**src/rtl/quad_color_ctrl.sv**
```systemverilog
// Debounced press / auto-step tick -> one recolour request, committed 1 cycle after frame_end.
// Requests arriving while one is already in flight are dropped and counted (saturating).
module quad_color_ctrl #(
  parameter int COLOR_W         = 12,
  parameter int DEBOUNCE_CYCLES = 1000000,
  parameter int AUTO_FRAMES     = 60
) (
  input  logic               CLK,
  input  logic               rst,
  input  logic               boton,
  input  logic [COLOR_W-1:0] ran,
  input  logic               frame_end,
  input  logic               auto_en,
  output logic [1:0]         cont,
  output logic [COLOR_W-1:0] colora,
  output logic [COLOR_W-1:0] colorb,
  output logic [COLOR_W-1:0] colorc,
  output logic [COLOR_W-1:0] colord,
  output logic               pending,
  output logic               commit,
  output logic [7:0]         drop_cnt
);

  localparam int DB_W = $clog2(DEBOUNCE_CYCLES);
  localparam int FC_W = $clog2(AUTO_FRAMES + 1);
  localparam logic [DB_W-1:0] DB_LAST = DB_W'(DEBOUNCE_CYCLES - 1);
  localparam logic [FC_W-1:0] FC_LAST = FC_W'(AUTO_FRAMES - 1);

  typedef enum logic [1:0] {IDLE, WAIT, COMMIT} state_t;

  state_t             state;
  logic               sync_meta, sync, stable, stable_d, press;
  logic [DB_W-1:0]    db_cnt;
  logic [FC_W-1:0]    fcnt;
  logic               tick;
  logic               req;
  logic [COLOR_W-1:0] pcol;
  logic [1:0]         ptgt;
  logic [COLOR_W-1:0] col [4];

  assign req    = press | tick;
  assign colora = col[0];
  assign colorb = col[1];
  assign colorc = col[2];
  assign colord = col[3];

  // Button path: 2-FF synchroniser, stability counter, rising-edge pulse on the debounced level.
  always_ff @(posedge CLK) begin
    if (rst) begin
      sync_meta <= 1'b0;
      sync      <= 1'b0;
      stable    <= 1'b0;
      stable_d  <= 1'b0;
      press     <= 1'b0;
      db_cnt    <= '0;
    end else begin
      sync_meta <= boton;
      sync      <= sync_meta;
      stable_d  <= stable;
      press     <= stable & ~stable_d;
      if (sync == stable) begin
        db_cnt <= '0;
      end else if (db_cnt == DB_LAST) begin
        stable <= sync;
        db_cnt <= '0;
      end else begin
        db_cnt <= db_cnt + 1'b1;
      end
    end
  end

  always_ff @(posedge CLK) begin
    if (rst) begin
      fcnt <= '0;
      tick <= 1'b0;
    end else begin
      tick <= 1'b0;
      if (!auto_en) begin
        fcnt <= '0;
      end else if (frame_end) begin
        if (fcnt == FC_LAST) begin
          fcnt <= '0;
          tick <= 1'b1;
        end else begin
          fcnt <= fcnt + 1'b1;
        end
      end
    end
  end

  // The colour write happens on the frame_end edge; the COMMIT state is the cycle commit is high.
  always_ff @(posedge CLK) begin
    if (rst) begin
      state    <= IDLE;
      pcol     <= '0;
      ptgt     <= '0;
      pending  <= 1'b0;
      commit   <= 1'b0;
      cont     <= '0;
      drop_cnt <= '0;
      for (int i = 0; i < 4; i++) col[i] <= '0;
    end else begin
      commit <= 1'b0;
      case (state)
        IDLE: begin
          if (req) begin
            pcol    <= ran;
            ptgt    <= cont;
            pending <= 1'b1;
            state   <= WAIT;
          end
        end
        WAIT: begin
          if (req && drop_cnt != 8'hFF) drop_cnt <= drop_cnt + 8'd1;
          if (frame_end) begin
            col[ptgt] <= pcol;
            cont      <= ptgt + 2'd1;
            commit    <= 1'b1;
            pending   <= 1'b0;
            state     <= COMMIT;
          end
        end
        COMMIT: begin
          if (req && drop_cnt != 8'hFF) drop_cnt <= drop_cnt + 8'd1;
          state <= IDLE;
        end
        default: state <= IDLE;
      endcase
    end
  end

endmodule
```
**config.mk**
```make
export PLATFORM = sky130hd
export DESIGN_NAME = quad_color_ctrl
export DESIGN_NICKNAME = d
export VERILOG_FILES = /design/src/rtl/quad_color_ctrl.sv
export SDC_FILE = /design/constraint.sdc
export NUM_CORES = 1
export LEC_CHECK = 0
export CAP_MARGIN = 0
export CELL_PAD_IN_SITES_DETAIL_PLACEMENT = 0
export CELL_PAD_IN_SITES_GLOBAL_PLACEMENT = 2
export CORE_MARGIN = 2
export CORE_UTILIZATION = 36
export CTS_CLUSTER_DIAMETER = 50
export DETAILED_ROUTE_END_ITERATION = 6
export PLACE_DENSITY_LB_ADDON = 0.1
export SYNTH_ARGS = -nofsm -noshare
export SYNTH_HDL_FRONTEND = slang
export SYNTH_SLANG_ARGS = --single-unit
```
**constraint.sdc**
```tcl
create_clock -name CLK -period 5.7 [get_ports CLK]
set_input_delay 1.425 -clock CLK [delete_from_list [all_inputs] [get_ports CLK]]
set_output_delay 1.425 -clock CLK [all_outputs]
set_load 0.1 [all_outputs]
```
==> results.json <==
{
  "dp_hpwl_um": 6700,
  "yosysTopAreaCellShare_pct": 33.6,
  "port_buffers": 76,
  "timing.rr.end": "col[1][0]",
  "ctsHoldBuffers": 0,
  "cp-start-kind": "primary input",
  "stdcell_count": 636,
  "synth_area_leaders": "edfxtp_1 34%, dfxtp_1 28%, nor2_1 5.7%",
  "syn_nets": 435,
  "syn_to_final_growth_pct": 28.4,
  "post_cts_resize_count": 0,
  "internal_power_uw": 1210,
  "worstSetupEndpointType": "register",
  "ios": 77,
  "h-tree-depth": 3,
  "cp_slowest_stage_delay_ns": 0.98,
  "yosysSeqAreaShare_pct": 61.6,
  "synth_edf_count": 48,
  "maxSlewViolCount": 0,
  "dp_cells": 620,
  "p_per_area_nw_per_um2": 302,
  "fin_setup_tns_ns": 0,
  "fmax_mhz": 290,
  "violations": "design-rule violations",
  "switching_power_uw": 453,
  "fin_crit_ns": 3.45,
  "yosys_most_used_dff": "dfxtp_1",
  "clkSlewWorstSetupHoldPaths_ns": 0.08,
  "synth-seq-cells": 108,
  "seq_power_share_pct": 50.0,
  "reg2regPathDepth": 2,
  "core.rowCount": 39,
  "dp_slack_ns": 1.89,
  "drc": 9,
  "antenna_left": 0,
  "hold_viol_final": 0,
  "finalSetupViolCount": 0,
  "antenna_found_initial": 0,
  "yosys_warnings": 0,
  "slowest_stage": "nor2_1",
  "synth_top_area_cell": "edfxtp_1",
  "synth.distinct_cells": 42,
  "coreArea_um2": 11500,
  "p_total_uw": 1670,
  "critical_path_class": "primary input to register",
  "crit_end": "col[1][3]",
  "multi_input_area_um2": 1510,
  "cp.required_ns": 5.89,
  "finalClockSkew_ns": 0.00784,
  "crit_arrival_ns": 3.64,
  "outcome": "finished, violations left",
  "yosysMostFrequentCell": "nor2_1",
  "cts_tree": "yes",
  "timing.hold.ws_ns": 0.397,
  "initial_core_util_pct": 37.3,
  "antenna_cells": 0,
  "cp_top_family": "simple AND/OR/NAND/NOR gates",
  "place_congestion": 0.741,
  "drive_gt1_share_pct": 5.68,
  "vias_per_cell": 4.83,
  "grt_use_total_pct": 15.3,
  "cts_sinks": 108,
  "totalWireLength_um": 9440,
  "postCtsSetupBuffers": 0,
  "hold_class": "register to register",
  "first_pass_iters": 7,
  "clockBufferDepth": 2,
  "fp.dieW_um": 113,
  "syn_area_um2": 4290,
  "nets": 512,
  "grt_pass1_vias": 2969,
  "tightest_slew_ns": 1.22,
  "cts_buffers": 9,
  "path_cells": "clkdlybuf4s50_1 > nor2_1 > nand2_1 > nor2_1",
  "drt_iter0_markers": 134,
  "num_vias": 3072,
  "peakVddDrop_mv": 0.127,
  "grt_pass1_wl_um": 15200,
  "reg2reg_from": "ptgt[0]",
  "critPathMaxFanout": 24,
  "clkLatencyLatePin_ns": 0.34,
  "synth_cells": 411,
  "crit_cells": 4,
  "startpoint": "rst",
  "root_buffer": "clkbuf_16",
  "rsz0062_at_grt": "false",
  "fin_crit_sh_pct": 60.5,
  "cp_common_cell": "nor2_1",
  "routedWlPerCell_um": 14.8,
  "postSynth.asyncResetShare_pct": 0,
  "cap_violations": 0,
  "dieHeight_um": 113,
  "grt_max_degree": 25,
  "worst-path-buf-inv": 1,
  "synth.top_cells.by_count": "65 x nor2_1, 60 x dfxtp_1, 53 x nand2_1",
  "setup_slack_ns": 2.25,
  "clockPowerShare_pct": 37.6,
  "nFillCells": 1096,
  "syn_avg_cell_area_um2": 10.4,
  "max_slew_margin_pct": 18.6,
  "r2r_slack_ns": 3.43,
  "comb_power_share_pct": 12.4,
  "gr-total-overflow": 0,
  "p_sw_share_pct": 27.2,
  "leakagePower_uw": 0.00188,
  "seq_area_um2": 2640,
  "fp.dieArea_um2": 12800
}
worst reg2reg max path, cell delays in order, from the launching register on:
cell and delay (ns):
dfxtp_1 0.41, nand2b_1 0.38, o21bai_1 1.09
cell type report:
class                      instances  share of cell area (%)
sequential                       108                    48.0
inverter                          21                    1.43
timing repair buffer              81                    14.5
clock buffer                       9                    4.09
tap                              143                    3.25
multi-input combinational        267                    27.5
clock inverter                     7                    1.32
cell usage in the layout (no fill, tap or decap), types with 4 or more instances in the layout:
cell             count
a21oi_1             27
clkbuf_16            9
nand2_1             53
xor2_1               7
nor2b_1              4
dfxtp_1             60
nand2b_1             6
ha_1                 7
nand4_1              9
nand3_1              8
nor4_1               5
clkdlybuf4s50_1     76
nor3_1               5
o21ai_0              6
mux2i_1              4
edfxtp_1            48
xnor2_1             17
nor2_1              65
buf_4                5
inv_1               21
and2_1              12
power groups by stage:
stage / Clock, uW / Combinational, uW / Sequential, uW
6_report: 626 / 207 / 833
5_1_grt: 669 / 211 / 835
4_1_cts: 640 / 208 / 834
3_5_place_dp: 0 / 208 / 852
3_3_place_gp: 0 / 208 / 851
2_1_floorplan: 0 / 15.3 / 987
cell families after synthesis:
logic type	count (synthesis)	share of synthesized area, %
adders and majority gates	7	2.04
AOI/OAI and AO/OA	46	6.24
xor gates and xnor gates	24	4.90
muxes	4	0.933
buffers and inverters	36	3.27
and+or+nand+nor	186	21.0
DFF	108	61.6
routing by layer:
layer | GRT usage (%) | wire, um
met1 | 20.6 | 4470
met3 | 2.84 | 460
met5 | 0 | 0
met4 | 5.85 | 135
met2 | 24.7 | 4380
how the worst min path moves through the flow:
stage / from / to / slack, ns / cells past startpoint
after floorplan: stable_d / press / 0.37 / 1
after global placement: stable_d / press / 0.38 / 1
after detailed placement: stable_d / press / 0.38 / 1
after CTS: stable_d / press / 0.40 / 1
after global routing: stable_d / press / 0.43 / 1
final: stable_d / press / 0.40 / 1
state kept, by name, indices dropped and copies added (netlist names):
name / flops
tick: 1
drop_cnt: 8
fcnt: 6
sync_meta: 1
ptgt: 2
sync: 1
stable_d: 1
pcol: 12
pending: 1
commit: 1
stable: 1
press: 1
cont: 2
col: 48
state: 2
db_cnt: 20
metrics by stage:
step                      instance area (um^2)  utilization, %
final                                     5510            47.8
after global routing                      5510            47.8
after CTS                                 5510            47.8
after detailed placement                  5210            45.3
after global placement                    5210            45.3
after floorplan                           4290               -
No activity file was read; power rests on OpenSTA's default activity.
